**src/rtl/mmio_fabric.sv**
```systemverilog
// Single-master memory-mapped access fabric: decodes a core load/store onto one
// of NUM_SLAVES slave ports, waits for the slave ack (bounded), and returns a one-cycle response.
module mmio_fabric #(
    parameter int NUM_SLAVES = 4,
    parameter logic [NUM_SLAVES*32-1:0] SLAVE_BASE =
        {32'h0003_2000, 32'h0002_0000, 32'h0001_0000, 32'h0000_0000},
    parameter logic [NUM_SLAVES*32-1:0] SLAVE_MASK =
        {32'hFFFF_FFF0, 32'hFFFF_0000, 32'hFFFF_0000, 32'hFFFF_C000},
    parameter int TIMEOUT = 255
) (
    input  logic                     clk,
    input  logic                     rst_n,
    input  logic                     req_valid,
    output logic                     req_ready,
    input  logic                     req_we,
    input  logic [1:0]               req_size,
    input  logic                     req_unsigned,
    input  logic [31:0]              req_addr,
    input  logic [31:0]              req_wdata,
    output logic                     resp_valid,
    output logic [31:0]              resp_rdata,
    output logic                     resp_err,
    output logic [NUM_SLAVES-1:0]    s_sel,
    output logic                     s_we,
    output logic [3:0]               s_be,
    output logic [31:0]              s_addr,
    output logic [31:0]              s_wdata,
    input  logic [NUM_SLAVES*32-1:0] s_rdata,
    input  logic [NUM_SLAVES-1:0]    s_ack
);

    localparam logic [1:0] ST_IDLE = 2'd0;
    localparam logic [1:0] ST_WAIT = 2'd1;
    localparam logic [1:0] ST_RESP = 2'd2;
    localparam logic [1:0] ST_ERR  = 2'd3;

    localparam logic [15:0] CNT_LAST = 16'(TIMEOUT - 1);

    logic [1:0]            state_reg;
    logic [NUM_SLAVES-1:0] sel_reg;
    logic                  we_reg;
    logic [3:0]            be_reg;
    logic [31:0]           addr_reg;
    logic [31:0]           wdata_reg;
    logic [1:0]            size_reg;
    logic                  uns_reg;
    logic [31:0]           rdata_reg;
    logic [15:0]           cnt_reg;

    // ---------------- request decode ----------------
    logic [NUM_SLAVES-1:0] hit;
    logic [NUM_SLAVES-1:0] sel_next;
    logic                  found;
    logic                  misalign;
    logic                  bad_req;
    logic [3:0]            be_next;
    logic [31:0]           wdata_next;

    genvar gi;
    generate
        for (gi = 0; gi < NUM_SLAVES; gi++) begin : g_hit
            assign hit[gi] = (req_addr & SLAVE_MASK[32*gi +: 32]) == SLAVE_BASE[32*gi +: 32];
        end
    endgenerate

    // Overlapping windows resolve to the lowest slave index.
    always_comb begin
        sel_next = '0;
        found    = 1'b0;
        for (int i = 0; i < NUM_SLAVES; i++) begin
            if (hit[i] && !found) begin
                sel_next[i] = 1'b1;
                found       = 1'b1;
            end
        end
    end

    always_comb begin
        misalign   = 1'b0;
        be_next    = 4'b1111;
        wdata_next = req_wdata;
        case (req_size)
            2'b00: begin
                be_next    = 4'b0001 << req_addr[1:0];
                wdata_next = {4{req_wdata[7:0]}};
            end
            2'b01: begin
                misalign   = req_addr[0];
                be_next    = 4'b0011 << req_addr[1:0];
                wdata_next = {2{req_wdata[15:0]}};
            end
            default: misalign = (req_addr[1:0] != 2'b00);
        endcase
    end

    assign bad_req = (req_size == 2'b11) || misalign || !found;

    // ---------------- read path ----------------
    logic [31:0] sel_rdata;
    logic        ack_hit;
    logic [7:0]  byte_lane;
    logic [15:0] half_lane;
    logic [31:0] load_data;

    always_comb begin
        sel_rdata = '0;
        for (int i = 0; i < NUM_SLAVES; i++) begin
            sel_rdata = sel_rdata | (s_rdata[32*i +: 32] & {32{sel_reg[i]}});
        end
    end

    assign ack_hit = |(s_ack & sel_reg);

    always_comb begin
        byte_lane = sel_rdata[7:0];
        case (addr_reg[1:0])
            2'd1:    byte_lane = sel_rdata[15:8];
            2'd2:    byte_lane = sel_rdata[23:16];
            2'd3:    byte_lane = sel_rdata[31:24];
            default: byte_lane = sel_rdata[7:0];
        endcase
        half_lane = addr_reg[1] ? sel_rdata[31:16] : sel_rdata[15:0];
        case (size_reg)
            2'b00:   load_data = {{24{byte_lane[7] & ~uns_reg}}, byte_lane};
            2'b01:   load_data = {{16{half_lane[15] & ~uns_reg}}, half_lane};
            default: load_data = sel_rdata;
        endcase
    end

    // ---------------- control ----------------
    always_ff @(posedge clk or negedge rst_n) begin
        if (!rst_n) begin
            state_reg <= ST_IDLE;
            sel_reg   <= '0;
            we_reg    <= 1'b0;
            be_reg    <= 4'b0000;
            addr_reg  <= '0;
            wdata_reg <= '0;
            size_reg  <= 2'b00;
            uns_reg   <= 1'b0;
            rdata_reg <= '0;
            cnt_reg   <= '0;
        end else begin
            case (state_reg)
                ST_IDLE: begin
                    if (req_valid) begin
                        if (bad_req) begin
                            state_reg <= ST_ERR;
                        end else begin
                            state_reg <= ST_WAIT;
                            sel_reg   <= sel_next;
                            we_reg    <= req_we;
                            be_reg    <= be_next;
                            addr_reg  <= req_addr;
                            wdata_reg <= wdata_next;
                            size_reg  <= req_size;
                            uns_reg   <= req_unsigned;
                            cnt_reg   <= '0;
                        end
                    end
                end
                ST_WAIT: begin
                    // An ack in the last allowed cycle still wins over the timeout.
                    if (ack_hit) begin
                        state_reg <= ST_RESP;
                        sel_reg   <= '0;
                        rdata_reg <= we_reg ? 32'h0 : load_data;
                    end else if (cnt_reg == CNT_LAST) begin
                        state_reg <= ST_ERR;
                        sel_reg   <= '0;
                    end else begin
                        cnt_reg <= cnt_reg + 16'd1;
                    end
                end
                default: state_reg <= ST_IDLE;
            endcase
        end
    end

    assign req_ready  = (state_reg == ST_IDLE);
    assign resp_valid = (state_reg == ST_RESP) || (state_reg == ST_ERR);
    assign resp_err   = (state_reg == ST_ERR);
    assign resp_rdata = (state_reg == ST_RESP) ? rdata_reg : 32'h0;
    assign s_sel      = sel_reg;
    assign s_we       = we_reg;
    assign s_be       = be_reg;
    assign s_addr     = addr_reg;
    assign s_wdata    = wdata_reg;

endmodule

```
**config.mk**
```make
export PLATFORM = sky130hd
export DESIGN_NAME = mmio_fabric
export DESIGN_NICKNAME = d
export VERILOG_FILES = /design/src/rtl/mmio_fabric.sv
export SDC_FILE = /design/constraint.sdc
export NUM_CORES = 1
export LEC_CHECK = 0
export CAP_MARGIN = 40
export CORE_ASPECT_RATIO = 1.2
export CORE_MARGIN = 2
export CORE_UTILIZATION = 40
export DETAILED_ROUTE_END_ITERATION = 8
export GPL_ROUTABILITY_DRIVEN = 0
export PLACE_DENSITY = 0.78
export SLEW_MARGIN = 20
export SYNTH_ARGS = -nofsm -noshare
export SYNTH_HDL_FRONTEND = slang
export SYNTH_SLANG_ARGS = --single-unit
```
**constraint.sdc**
```tcl
create_clock -name clk -period 2.25 [get_ports clk]
set_input_delay 0.675 -clock clk [delete_from_list [all_inputs] [get_ports clk]]
set_output_delay 0.675 -clock clk [all_outputs]
set_load 0.005 [all_outputs]
```
## After elaboration in Yosys (flattened, before gate mapping)

Index checks and enable logic that the tools add are counted.

| word-level totals | value |
|---|---|
| register bits after elaboration | 126 |
| input port bits | 203 |
| output and inout bits | 108 |
| logic and storage cells | 95 |

| operators by class | value |
|---|---|
| bitwise operators | 12 |
| equality and inequality tests | 18 |
| reduce and logical (&&, ||, !) cells | 22 |
| muxes and demuxes | 30 |
| shift-type cells | 2 |
| add/subtract/negate cells | 1 |

Operators with widths:

| kind | count |
|---|---|
| 32-bit bitwise AND | 4 |
| 32-bit case mux with 2 select lines | 2 |
| 32-bit OR | 3 |
| 16-bit 2-to-1 mux | 5 |
| 32-bit 2-to-1 mux | 2 |
| 32-bit zero test | 1 |
| 16-bit case mux with 2 select lines | 1 |
| 28-bit by 14-bit equality test with 1-bit output, second input constant | 1 |
| 8-bit case mux with 3 select lines | 1 |
| 16-bit by 1-bit adder with 16-bit output, second input constant | 1 |
| 16-bit by 1-bit equality test with 1-bit output, second input constant | 1 |
| 16-bit by 2-bit equality test with 1-bit output, second input constant | 1 |
| 16-bit by 8-bit equality test with 1-bit output, second input constant | 1 |
| 4-bit 2-to-1 mux | 4 |
| 4-bit case mux with 2 select lines | 2 |
| 2-bit equality test, second input constant | 5 |
| 2-bit by 1-bit equality test with 1-bit output, second input constant | 4 |
| 2-bit 2-to-1 mux | 4 |
| 2-bit inequality test, second input constant | 4 |
| 1-bit 2-to-1 mux | 7 |
| 2-bit zero test | 3 |
| 5-bit AND reduction | 1 |
| 4-bit bitwise AND | 1 |
| 1-bit zero test | 4 |
| 14 further kinds | 22 |

## Depth between registers and ports, before layout

| logic depth | value |
|---|---|
| depth after elaboration | 16 |
| depth in mapped cells | 9 |
| gate-level depth less buffers | 7 |

## Worst setup path after synthesis

Ideal clock, no wire load.

| timing path | value |
|---|---|
| path type | in2reg |
| from | input req_addr[8] |
| to | register addr_reg[0] (netlist: s_addr[0]) |
| slack | -0.272 ns |
| data required time | 2.125 ns |
| setup time | 0.125 ns |
| arrival time | 2.397 ns |
| buffers on the path | 2 |
| stages | 6 |
| cells stage by stage | nor4_1 -> a31oi_1 -> or4_1 -> buf_2 -> buf_6 -> mux2_4 |

| on the way | value |
|---|---|
| word-level cells in the longest chain between the ends | 7 |

RTL lines:

| element | RTL line | source |
|---|---|---|
| start, declared | 18 | `input logic [31:0] req_addr,` |
| 28-bit by 14-bit equality test with 1-bit output | 62 | `assign hit[gi] = (req_addr & SLAVE_MASK[32*gi +: 32]) == SLAVE_BASE[32*gi +: 32];` |
| 1-bit logical AND | 71 | `if (hit[i] && !found) begin` |
| 1-bit 2-to-1 mux | 71 |  |
| 1-bit zero test | 96 | `assign bad_req = (req_size == 2'b11) \|\| misalign \|\| !found;` |
| 1-bit logical OR | 96 |  |
| 1-bit NOT (no line) | -- |  |
| 3-bit AND reduction (no line) | -- |  |
| end signal, assigned | 154 | `addr_reg <= req_addr;` |
| end, declared | 43 | `logic [31:0] addr_reg;` |

Every way passes these cells.
A chain may end at the register's enable or synchronous reset.

## Worst setup path after layout

| timing path | value |
|---|---|
| from | input req_addr[0] |
| to | register addr_reg[13] (netlist: s_addr[13]) |

| on the way | value |
|---|---|
| word-level cells in the longest chain between the ends | 6 |

RTL lines:

| element | RTL line | source |
|---|---|---|
| 2-bit nonzero test | 92 | `default: misalign = (req_addr[1:0] != 2'b00);` |
| 1-bit case mux with 2 select lines * | 82 | `case (req_size)` |
| 1-bit logical OR * (2 in series) | 96 |  |
| 1-bit NOT (no line) * | -- |  |
| 3-bit AND reduction (no line) * | -- |  |

Every way passes the cells marked *; elsewhere a longest branch is shown, timed or not.

==> results.txt <==
Total length of routed wires: 28,500 um
IR drop worst, VDD: 0.5589 mV
Share of layout cells above drive strength 1: 0.2417
Final std cells w/o fill: 1,334
Buffer depth of the longest clock path: 2
Xor and xnor fraction of the mapped netlist area: 0
Share of total power in sequential cells: 0.336
Switch Pwr: 2028 uW
Data arrival, critical path: 2570 ps
Count of pins on the block boundary: 311
Final hold viol count: 0
Net count after synthesis: 916
Number of library cell types mapped by synthesis: 53
Share of total power in combinational logic: 0.255
CTS hold repair buffers: 0
H-tree levels: 4
Highest net fanout along the worst path: 10
Initial antenna violation count: 1
Count of buffers from port buffering: 310
Mux share of post-synthesis cell area: 0.1064
Kind of critical path: primary input to flop
Overall routing resource usage: 0.2983
Insertion delay to the later sink of the worst-skew pair: 430 ps
Number of failing setup endpoints in the final timing report: 9
Dominant cells by area after synthesis: sky130_fd_sc_hd__dfrtp_1 (45%), sky130_fd_sc_hd__a22oi_1 (5.5%), sky130_fd_sc_hd__mux2_4 (3.9%), sky130_fd_sc_hd__nand2_1 (3.7%), sky130_fd_sc_hd__and3_1 (3.5%)
Largest net degree at the start of global routing: 48
Most area-hungry cell type in the Yosys netlist: sky130_fd_sc_hd__dfrtp_1
Slew headroom: 0.5374
Switching share of total power: 0.2770
Fraction of power consumed by the clock network: 0.409
Warnings from Yosys: 0
Clock period minus final worst setup slack: 2259 ps
Overall power: 7322 uW
Result of the run: complete, but fails checks
Category of the worst setup path capture point: flop
Post-synthesis cell area: 7018 um2
Post-DRT Antenna Nets: 0
Core area: 17,370 um2
Area of the die: 18,620 um2
Number of cells produced by synthesis: 711
Std-Cell Rows: 53
Iteration count of the initial detailed-routing pass: 5
Largest clock skew in the final design: 5.402 ps
TritonCTS Buffers: 17
Vias after detailed routing: 7,740
Height of the die: 149.1 um
Net count of the finished layout: 1,305
EDFF count, synth: 0
Top cells by instance count after synthesis: sky130_fd_sc_hd__dfrtp_1 (126), sky130_fd_sc_hd__nand2_1 (70), sky130_fd_sc_hd__a22oi_1 (51), sky130_fd_sc_hd__clkbuf_1 (42), sky130_fd_sc_hd__o21ai_0 (40)
Clock root buffer: sky130_fd_sc_hd__clkbuf_16
Most instantiated flip-flop cell in the synthesis netlist: sky130_fd_sc_hd__dfrtp_1
Global-route wire length before repair: 43,360 um
Clock-pin slew reported for the worst setup and hold paths after clock tree synthesis: 60 ps
Number of register bits inferred by synthesis: 126
Detailed-placement wirelength estimate: 19,860 um
Share of the synthesized area in the top cell type: 0.4493
Global route overflow: 0
Adder-Cell Fraction of Synth Area: 0.003566
Avg WL per Cell: 21.37 um
Slew at the pin with the worst max-slew slack: 690.8 ps
Violations in the final reports: setup timing
Setup ws final: -9.356 ps
CTS tree: yes
Fraction of registers with async set/reset: 1.000
Period utilisation layout: 1.004
Tightest Hold Check Type: primary input to async pin
Main combinational cell family by area after synthesis: compound AO/OA/AOI/OAI gates
Synthesis-to-layout area growth: 70.67%
Placed insts: 1,269
Mean instance size in the synthesized netlist: 9.871 um2
Cells on worst reg2reg path: 9
Leakage component of the power: 0.005826 uW
Total of max-cap violations: 0
Unrepaired setup endpoints after global routing: yes
CTS Sinks: 126
Starting density of the core: 0.4039
Iteration-0 DRC count of the detailed router: 641
Area fraction in and, or, nand and nor cells after synthesis: 0.1631
Power Internal: 5293 uW
Most frequently used cell type in the post-synthesis netlist: sky130_fd_sc_hd__dfrtp_1
Residual DRC count: 0
Die outline width: 124.9 um
Avg Vias per Cell: 5.802
Compound-gate portion of the synthesized area: 0.2375
Pwr dens: 611.3 nW/um2
Data required time of the worst path: 2560 ps
Maximum clock rate: 442.6 MHz
Proportion of synthesized chip area in sequential cells: 0.4493
Pins Over Slew Limit: 0
Worst Setup Start Kind: primary input
Number of global-route vias before repair: 7,897
through the flow:
step                      hold WS, ps  worst slack, ps    util  TNS, ps  area (um2)
after global placement          457.7           -780.9  0.6344   -66350       11020
after CTS                       102.7           -101.0  0.6875   -801.5       11950
after floorplan                 379.4           -79.81       -    -2184        7118
after global routing            110.6           -9.916  0.6893   -15.69       11980
after detailed placement        464.3           -793.9  0.6348   -68830       11030
final                           109.8           -9.356  0.6894   -33.95       11980
final timing paths:
kind                               from            end  slack [ps]
setup reg to reg           state_reg[1]     s_addr[13]          60
setup / recovery            req_addr[0]     s_addr[13]          -9
hold reg to reg             s_wdata[20]    s_wdata[20]         470
min in group clk            s_wdata[20]    s_wdata[20]         470
max in group asynchronous         rst_n  rdata_reg[21]        1570
hold / removal                    rst_n  rdata_reg[30]         110
cell usage in the layout, fill, tap and decap left out, types with 24 or more instances in the layout:
cell type and n:
sky130_fd_sc_hd__and3_1 35, sky130_fd_sc_hd__clkdlybuf4s50_1 242, sky130_fd_sc_hd__nor2_1 31, sky130_fd_sc_hd__buf_4 86, sky130_fd_sc_hd__a22oi_1 51, sky130_fd_sc_hd__dfrtp_1 124, sky130_fd_sc_hd__nand2_1 70, sky130_fd_sc_hd__buf_2 29
sky130_fd_sc_hd__o21ai_0 40, sky130_fd_sc_hd__mux2i_1 24, sky130_fd_sc_hd__a21oi_1 25
per-layer routing:
metal  up-vias  track usage  part of all wire
met2       435       0.5137              0.50
met4         0       0.1417             0.042
li1       3496            -                 -
met1      3724       0.3471              0.38
met3        85      0.08106             0.077
met5         -            0                 0
power groups by stage:
stage | Combinational [uW] | Sequential, uW | Clock, uW
after floorplan | 503 | 2460 | 0
after global placement | 1340 | 2490 | 0
after detailed placement | 1360 | 2490 | 0
after CTS | 1820 | 2450 | 3030
after global routing | 1980 | 2470 | 3150
final | 1870 | 2460 | 3000
critical path, stage by stage:
cell                            delay, ps
sky130_fd_sc_hd__dlygate4sd2_1        320
sky130_fd_sc_hd__a21oi_2              260
sky130_fd_sc_hd__nor2_1               110
sky130_fd_sc_hd__or4_4                610
sky130_fd_sc_hd__buf_12               160
sky130_fd_sc_hd__buf_16               140
sky130_fd_sc_hd__mux2_4               290
what timing repair did:
item	CTS	global route
endpoints found under the setup margin	132	94
setup buffers	19	7
pin swaps	13	10
cloned	7	0
gates resized for setup	198	40
cell families after synthesis:
group	after synthesis
flops	126
buf+inv	69
mux	63
fa+ha+maj	2
simple gates	222
compound gates	229
layout make-up:
class | count | area, um2
Tap cell | 220 | 275.3
Sequential cell | 126 | 3156
Antenna cell | 1 | 2.502
Clock inverter | 14 | 202.7
Timing Repair Buffer | 424 | 4090
Multi-Input combinational cell | 516 | 3764
Fill cell | 1286 | 5396
Inverter | 15 | 58.81
Clock buffer | 18 | 429.2
Note: power is estimated with default switching activity, not from simulation.
